[src/rtl/exc_commit.sv]
// Writeback commit unit: prioritises interrupt/exception/ERTN/refetch events and hands them to the CSR block.
// Optional feature macro EXC_TIMEOUT_EN: aborts WAIT after TIMEOUT_CYC cycles without exlike and sets err_timeout.
module exc_commit #(
    parameter int unsigned TIMEOUT_CYC = 8
) (
    input  logic        clk,
    input  logic        reset,
    input  logic        wb_valid,
    output logic        wb_ready,
    input  logic [31:0] wb_pc,
    input  logic [14:0] wb_exc,
    input  logic [31:0] wb_badv,
    input  logic        wb_is_ertn,
    input  logic        wb_is_refetch,
    input  logic [11:0] lie,
    input  logic [11:0] is,
    input  logic        ie,
    input  logic        exlike,
    output logic        is_exc,
    output logic        is_ertn,
    output logic        is_fetch_again,
    output logic [5:0]  excode,
    output logic [8:0]  esubcode,
    output logic [31:0] badvaddr,
    output logic [31:0] csr_pc,
    output logic        flush,
    output logic        err_timeout
);

    typedef enum logic [1:0] {IDLE, ISSUE, WAIT} state_t;
    state_t state;

    logic        int_pend;
    logic        nxt_exc;
    logic        nxt_ertn;
    logic        nxt_refetch;
    logic [3:0]  sel;
    logic [5:0]  nxt_excode;
    logic [8:0]  nxt_esubcode;
    logic [31:0] nxt_badv;

    assign int_pend = ie & (|(lie & is));
    assign wb_ready = (state == IDLE);
    assign flush    = (state != IDLE);

    always_comb begin
        nxt_exc      = 1'b0;
        nxt_ertn     = 1'b0;
        nxt_refetch  = 1'b0;
        sel          = 4'd0;
        nxt_excode   = '0;
        nxt_esubcode = '0;
        nxt_badv     = '0;
        // Scan from the top so the lowest-indexed set bit is the one kept.
        for (int unsigned i = 15; i > 0; i--) begin
            if (wb_exc[i-1]) sel = 4'(i - 1);
        end
        if (int_pend) begin
            nxt_exc = 1'b1;
        end else if (|wb_exc) begin
            nxt_exc = 1'b1;
            case (sel)
                4'd0, 4'd9:   nxt_excode = 6'h08;
                4'd1, 4'd10:  nxt_excode = 6'h3F;
                4'd2:         nxt_excode = 6'h03;
                4'd3, 4'd14:  nxt_excode = 6'h07;
                4'd4:         nxt_excode = 6'h0D;
                4'd5:         nxt_excode = 6'h0E;
                4'd6:         nxt_excode = 6'h0B;
                4'd7:         nxt_excode = 6'h0C;
                4'd8:         nxt_excode = 6'h09;
                4'd11:        nxt_excode = 6'h01;
                4'd12:        nxt_excode = 6'h02;
                4'd13:        nxt_excode = 6'h04;
                default:      nxt_excode = 6'h00;
            endcase
            if (sel == 4'd9) nxt_esubcode = 9'd1;
            if (sel <= 4'd3)
                nxt_badv = wb_pc;
            else if (sel >= 4'd8)
                nxt_badv = wb_badv;
        end else if (wb_is_ertn) begin
            nxt_ertn = 1'b1;
        end else if (wb_is_refetch) begin
            nxt_refetch = 1'b1;
        end
    end

`ifdef EXC_TIMEOUT_EN
    localparam int unsigned CW = (TIMEOUT_CYC > 1) ? $clog2(TIMEOUT_CYC) : 1;
    logic [CW-1:0] to_cnt;
`endif

    always_ff @(posedge clk) begin
        if (reset) begin
            state          <= IDLE;
            is_exc         <= 1'b0;
            is_ertn        <= 1'b0;
            is_fetch_again <= 1'b0;
            excode         <= '0;
            esubcode       <= '0;
            badvaddr       <= '0;
            csr_pc         <= '0;
`ifdef EXC_TIMEOUT_EN
            to_cnt         <= '0;
            err_timeout    <= 1'b0;
`endif
        end else begin
            is_exc         <= 1'b0;
            is_ertn        <= 1'b0;
            is_fetch_again <= 1'b0;
            excode         <= '0;
            esubcode       <= '0;
            badvaddr       <= '0;
            csr_pc         <= '0;
            case (state)
                IDLE: begin
                    if (wb_valid && (nxt_exc || nxt_ertn || nxt_refetch)) begin
                        state          <= ISSUE;
                        is_exc         <= nxt_exc;
                        is_ertn        <= nxt_ertn;
                        is_fetch_again <= nxt_refetch;
                        excode         <= nxt_excode;
                        esubcode       <= nxt_esubcode;
                        badvaddr       <= nxt_badv;
                        csr_pc         <= wb_pc;
                    end
                end
                ISSUE: state <= WAIT;
                WAIT: begin
                    if (exlike) begin
                        state <= IDLE;
`ifdef EXC_TIMEOUT_EN
                        to_cnt <= '0;
                    end else if (to_cnt == CW'(TIMEOUT_CYC - 1)) begin
                        state       <= IDLE;
                        to_cnt      <= '0;
                        err_timeout <= 1'b1;
                    end else begin
                        to_cnt <= to_cnt + 1'b1;
`endif
                    end
                end
                default: state <= IDLE;
            endcase
        end
    end

`ifndef EXC_TIMEOUT_EN
    assign err_timeout = 1'b0;
`endif

endmodule
[config.mk]
export PLATFORM = sky130hd
export DESIGN_NAME = exc_commit
export DESIGN_NICKNAME = d
export VERILOG_FILES = /design/src/rtl/exc_commit.sv
export SDC_FILE = /design/constraint.sdc
export NUM_CORES = 1
export LEC_CHECK = 0
export CAP_MARGIN = 20
export CORE_MARGIN = 5
export CORE_UTILIZATION = 43
export CTS_BUF_LIST = sky130_fd_sc_hd__clkbuf_4
export DETAILED_ROUTE_END_ITERATION = 6
export DONT_BUFFER_PORTS = 1
export GPL_TIMING_DRIVEN = 0
export PLACE_DENSITY = 0.64
export SYNTH_ARGS = -nofsm -noshare
export SYNTH_HDL_FRONTEND = slang
export SYNTH_SLANG_ARGS = --single-unit
[constraint.sdc]
create_clock -name clk -period 3.8 [get_ports clk]
set_input_delay 1.14 -clock clk [delete_from_list [all_inputs] [get_ports clk]]
set_output_delay 1.14 -clock clk [all_outputs]
set_load 0.03 [all_outputs]
Word-level counts from Yosys, hierarchy flattened
Memory sizes are Yosys's and may differ from the RTL's. A register that Yosys moved wholly into a read port is not among the register bits.
Index checks and enable logic that the tools add are counted.
W data, S select, Z words.
- register bits after elaboration: 78
- bits in read-only memories: 96
- input bits: 110
- output and inout port bits: 85
- word-level logic and storage cells: 60
- memories: 1
- magnitude comparators: 2
- equality and inequality tests: 5
- multiplexer cells: 30
- bitwise logic cells: 5
- reductions and logical operators: 10
- memories (name ; depth ; bits a word ; read ports ; clocked after memory_dff ; write ports ; line ; text):
    (name not given) ; 16 ; 6 ; 1 ; 1 ; 0 ; 62 ; case (sel)
- operators with widths (kind ; count):
    $mux W32 ; 2
    $mux W4 ; 15
    $reduce_or A15 Y1 ; 1
    $and A12 B12 Y12 ; 1
    $reduce_or A12 Y1 ; 1
    $mux W1 ; 10
    $pmux W2 S3 ; 1
    $reduce_or A5 Y1 ; 1
    $eq A4 B4 Y1 const B ; 1
    $ge A4 B4 Y1 const B ; 1
    $le A4 B2 Y1 const B ; 1
    $mux W2 ; 2
    $not A1 Y1 ; 3
    $reduce_or A3 Y1 ; 1
    $eq A2 B1 Y1 const B ; 1
    $eq A2 B2 Y1 const B ; 1
    $logic_not A2 Y1 ; 1
    $logic_or A1 B1 Y1 ; 2
    $ne A2 B1 Y1 const B ; 1
    $ne A2 B2 Y1 const B ; 1
    $reduce_and A2 Y1 ; 1
    $reduce_bool A2 Y1 ; 1
    $and A1 B1 Y1 ; 1
    $logic_and A1 B1 Y1 ; 1

Longest topological paths before layout
- depth in word-level cells: 18
- mapped depth: 7
- gate-level depth less buffers: 6

Worst setup path after synthesis
Ideal clock, no wire load.
- kind: input-to-reg
- start: in wb_exc[10]
- end: reg excode[0]
- setup time: 0.126 ns
- arrival: 2.362 ns
- required time: 3.674 ns
- path slack: 1.311 ns
- cell stages on the path: 7
- path buffers: 1
- cells stage by stage: nor4_2 -> nand2_1 -> and3_1 -> buf_2 -> nor4_1 -> o31a_1 -> nor3_2
- word-level cells in the longest chain between the ends: 11
- elaborated cells on any way between the ends: 24
- classes of those cells: mux: 17; bitwise: 2; reduce/logical: 5
- RTL lines (what ; line ; text):
    from (decl) ; 11 ; input logic [14:0] wb_exc,
    $mux W4 (11 in a row) ; 56 ; if (wb_exc[i-1]) sel = 4'(i - 1);
    to (signal assigned) ; 123 ; excode <= nxt_excode;
    to (decl) ; 22 ; output logic [5:0] excode,
Parallel ways exist; a longest one is shown, timed or not.
A chain may end at the register's enable or synchronous reset.

Worst setup path in the final report
- start: reg state[0]
- end: out flush
- word-level cells in the longest chain between the ends: 1
- RTL lines (what ; line ; text):
    from (decl) ; 31 ; state_t state;
    from (signal assigned) ; 96 ; state <= IDLE;
    from (signal assigned) ; 119 ; state <= ISSUE;
    from (signal assigned) ; 129 ; ISSUE: state <= WAIT;
    $reduce_bool A2 Y1 ; 44 ; assign flush = (state != IDLE);
    to (decl) ; 26 ; output logic flush,
No other way between the ends.

==> results.yml <==
run_status:
  status: "complete, no violations"
layout:
  n_antenna_cell: 0
  post_route_cells_drive_above_1_share_pct: 11.5
  utilization_after_layout_pct: 48.7
  layout_area_overhead_pct: 9.66
  layout.nets: 445
  finish.instance_area_sq_mm: 0.00311
grt:
  grt_pass1_vias: 2177
  grt_start_max_net_pins: 13
  grt_first_pass_wirelength_um: 11500
  remaining_global_route_overflow: 0
  gr-usage-all-layers_pct: 17.6
  grt_antenna_before_repair: 0
placed_design:
  place.gp.congestion: 0.815
  postPlaceCellArea_sq_mm: 0.00296
  place.detailed.hpwl_um: 6070
  placement.io_buffers: 0
drt:
  ant_nets: 0
  detail_route.first_pass.iterations: 4
  post-route-drc-count: 0
  routed_wirelength_um: 7760
  viasPerCell: 5.43
  via_count: 2255
  initialDrtViolationCount: 45
  avgRoutedWirePerCell_um: 18.7
timing:
  final-max-slew-violation-count: 0
  worstMarginPinSlew_ns: 0.641
  fmax_mhz: 370
  slew_headroom_pct: 57.1
  fin_worst_skew_ns: 0.0105
  final.setup.tns_ns: 0
  setup_violation_total_in_the_final_timing_report: 0
  finalHoldViolCount: 0
  rsz0062_at_grt: "no"
  fin_crit_sh_pct: 71.2
  finalCriticalPeriod_ns: 2.71
synth:
  synth_top_cell_area_share_pct: 53.0
  ys_types: 37
  synth_warnings: 0
  post-synth-top-area-cell: "sky130_fd_sc_hd__dfxtp_1"
  post_synthesis_compound_gate_area_fraction_pct: 12.9
  yosys_register_bits: 75
  synth_top_family_by_area: "simple AND/OR/NAND/NOR gates"
  share_of_the_yosys_chip_area_belonging_to_registers_pct: 53.0
  multiplexer_share_of_the_synthesized_area_pct: 0
  synth.area.top_cells: "sky130_fd_sc_hd__dfxtp_1 53%, sky130_fd_sc_hd__and2_1 7.3%, sky130_fd_sc_hd__a21oi_1 6.7%"
  synth_adder_area_share_pct: 0
  synth.avg_cell_area_sq_um: 8.97
  post_synth_and_or_nand_nor_area_fraction_pct: 28.1
  syn-cell-area_sq_mm: 0.00284
  yosys.area_share.xor_xnor_pct: 0
  postSynthCellCount: 316
power_and_ir_drop:
  p_seq_share_pct: 58.5
  internal-power_mw: 1.11
  switching_share_pct: 25.7
  power_switching_uw: 385
  totalPowerFinal_mw: 1.50
  power_leakage_nw: 1.25
  powerDensity_mw_per_mm2: 482
  combPwrFrac_pct: 7.0
  worst_ir_drop_vdd_v: 0.000351
  power.share.clock_pct: 34.6
die:
  fp-row-count: 29
  design.die.area_sq_mm: 0.00832
  effective_utilization_at_floorplan_pct: 44.4
  die_h_um: 91.2
  die_x_um: 91.2
  io-pin-count: 195
  coreArea_sq_mm: 0.00639
cts:
  tritoncts.num_buffers: 9
  cts.sink_count: 75
  cts.path.max_buffers: 2
  post_cts.repair.setup_buffers: 0
  cts_tree: "yes"
  cts_resized: 0
  htree_levels: 3
  clock_tree.root_cell: "sky130_fd_sc_hd__clkbuf_4"
  holdBufCountCts: 0
  clk_pin_slew_worst_paths_ns: 0.11
  clk_latency_ns: 0.39
critical_path:
  worst_ep_required_time_ns: 2.66
  worstPathCellList: "nor2_1 -> inv_1"
  critical-path-max-stage-delay_ns: 0.51
  path_buf_inv: 1
  crit_fanout: 3
  worst_ep_arrival_time_ns: 1.57
  crit_slowest_cell: "sky130_fd_sc_hd__nor2_1"
  crit_type: "reg -> out"
  worst_setup_path_end_kind: "output pin"
  setup.worst_path.start_class: "flip-flop"
  cp_top_family: "simple AND/OR/NAND/NOR gates"
run:
  number_of_maximum_capacitance_violations: 0
min_path:
  timing.hold.worst.class: "reg -> reg"
-- metal layers --
metal	wire, um	track usage, %	vias up	part of all wire (%)
met1	2900	19.0	1000	37
met2	3780	29.6	149	49
met3	934	8.68	12	12
met5	0	0	-	0
li1	-	-	1094	-
met4	142	6.85	0	1.8
-- logic make-up after synthesis --
family | count (synthesis)
AOI/OAI and AO/OA | 58
buffers and inverters | 32
DFF | 75
other | 1
and+or+nand+nor | 150
-- sequential cells by signal, indices dropped and copies added, names as in the netlist --
name / cells
badvaddr: 32
csr_pc: 32
esubcode: 1
excode: 5
is_ertn: 1
is_exc: 1
is_fetch_again: 1
state: 2
-- power groups by stage --
stage                     clock network, mW  logic [mW]  registers (mW)
after floorplan                           0      0.0894           0.891
after global placement                    0       0.103           0.896
after detailed placement                  0       0.105           0.896
after CTS                             0.538       0.105           0.878
after global routing                  0.567       0.117           0.880
final                                 0.518       0.104           0.877
-- cells in the mapped netlist --
library cell	n
sky130_fd_sc_hd__a211o_1	1
sky130_fd_sc_hd__a211oi_1	1
sky130_fd_sc_hd__a21bo_1	1
sky130_fd_sc_hd__a21o_1	1
sky130_fd_sc_hd__a21oi_1	38
sky130_fd_sc_hd__a221o_1	1
sky130_fd_sc_hd__a221oi_4	1
sky130_fd_sc_hd__a22oi_1	6
sky130_fd_sc_hd__a31oi_1	1
sky130_fd_sc_hd__and2_1	33
sky130_fd_sc_hd__and2b_1	1
sky130_fd_sc_hd__and3_1	5
sky130_fd_sc_hd__buf_2	8
sky130_fd_sc_hd__buf_4	10
sky130_fd_sc_hd__clkbuf_1	8
sky130_fd_sc_hd__conb_1	1
sky130_fd_sc_hd__dfxtp_1	75
sky130_fd_sc_hd__inv_1	6
sky130_fd_sc_hd__nand2_1	43
sky130_fd_sc_hd__nand2b_1	1
sky130_fd_sc_hd__nand3_1	34
sky130_fd_sc_hd__nand3b_1	1
sky130_fd_sc_hd__nand4_1	1
sky130_fd_sc_hd__nor2_1	14
sky130_fd_sc_hd__nor3_1	8
sky130_fd_sc_hd__nor3_2	1
sky130_fd_sc_hd__nor3b_1	1
sky130_fd_sc_hd__nor4_1	1
sky130_fd_sc_hd__nor4_2	2
sky130_fd_sc_hd__nor4_4	2
sky130_fd_sc_hd__nor4b_1	1
sky130_fd_sc_hd__o21ai_1	1
sky130_fd_sc_hd__o21bai_2	1
sky130_fd_sc_hd__o22ai_1	1
sky130_fd_sc_hd__o31a_1	2
sky130_fd_sc_hd__o31ai_1	2
sky130_fd_sc_hd__or3_1	1
-- metrics by stage --
stage                     hold WS, ns  worst slack (ns)  std cells
after floorplan                 0.481              1.31        324
after CTS                       0.540              1.05        415
final                           0.535              1.09        415
after global routing            0.569              1.01        415
after global placement          0.513             0.977        401
after detailed placement        0.519             0.930        401
-- area by class of cell --
cell class	count	area, sq um
inverter	6	22.5
tap	77	96.3
multi-input combinational	217	1200
sequential	75	1500
clock inverter	5	80.1
clock buffer	9	67.6
fill	620	3280
buffer	26	145
-- worst reg2reg max path, stage by stage, from the launching register on --
cell and delay, ns:
sky130_fd_sc_hd__dfxtp_1 0.34, sky130_fd_sc_hd__nor2_1 0.51, sky130_fd_sc_hd__nand3b_1 0.21, sky130_fd_sc_hd__a21oi_1 0.41
sky130_fd_sc_hd__clkbuf_1 0.48, sky130_fd_sc_hd__and2_1 0.20
-- worst paths after layout --
check / start / endpoint / slack (ns) / cells after the start
max reg2reg: state[0]$_SDFFE_PP0P_ / csr_pc[23]$_SDFF_PP0_ / 1.59 / 5
max: state[0]$_SDFFE_PP0P_ / flush / 1.09 / 2
min: state[0]$_SDFFE_PP0P_ / state[1]$_SDFFE_PP0P_ / 0.53 / 2
min reg2reg: state[0]$_SDFFE_PP0P_ / state[1]$_SDFFE_PP0P_ / 0.53 / 2
-- layout by cell type (no fill, tap or decap), types with 2 or more instances in the layout --
master | netlist | routed
sky130_fd_sc_hd__dfxtp_1 | 75 | 75
sky130_fd_sc_hd__nand2_1 | 43 | 43
sky130_fd_sc_hd__a21oi_1 | 38 | 38
sky130_fd_sc_hd__nand3_1 | 34 | 34
sky130_fd_sc_hd__and2_1 | 33 | 33
sky130_fd_sc_hd__nor2_1 | 14 | 14
sky130_fd_sc_hd__buf_4 | 10 | 10
sky130_fd_sc_hd__conb_1 | 1 | 9
sky130_fd_sc_hd__clkbuf_4 | 0 | 9
sky130_fd_sc_hd__nor3_1 | 8 | 8
sky130_fd_sc_hd__buf_2 | 8 | 8
sky130_fd_sc_hd__clkbuf_1 | 8 | 8
sky130_fd_sc_hd__inv_1 | 6 | 6
sky130_fd_sc_hd__a22oi_1 | 6 | 6
sky130_fd_sc_hd__and3_1 | 5 | 5
sky130_fd_sc_hd__nor4_4 | 2 | 2
sky130_fd_sc_hd__nor4_2 | 2 | 2
sky130_fd_sc_hd__o31ai_1 | 2 | 2
sky130_fd_sc_hd__o31a_1 | 2 | 2
sky130_fd_sc_hd__clkinvlp_4 | 0 | 2
sky130_fd_sc_hd__bufinv_16 | 0 | 2
Note: power is estimated with default switching activity, not from simulation.
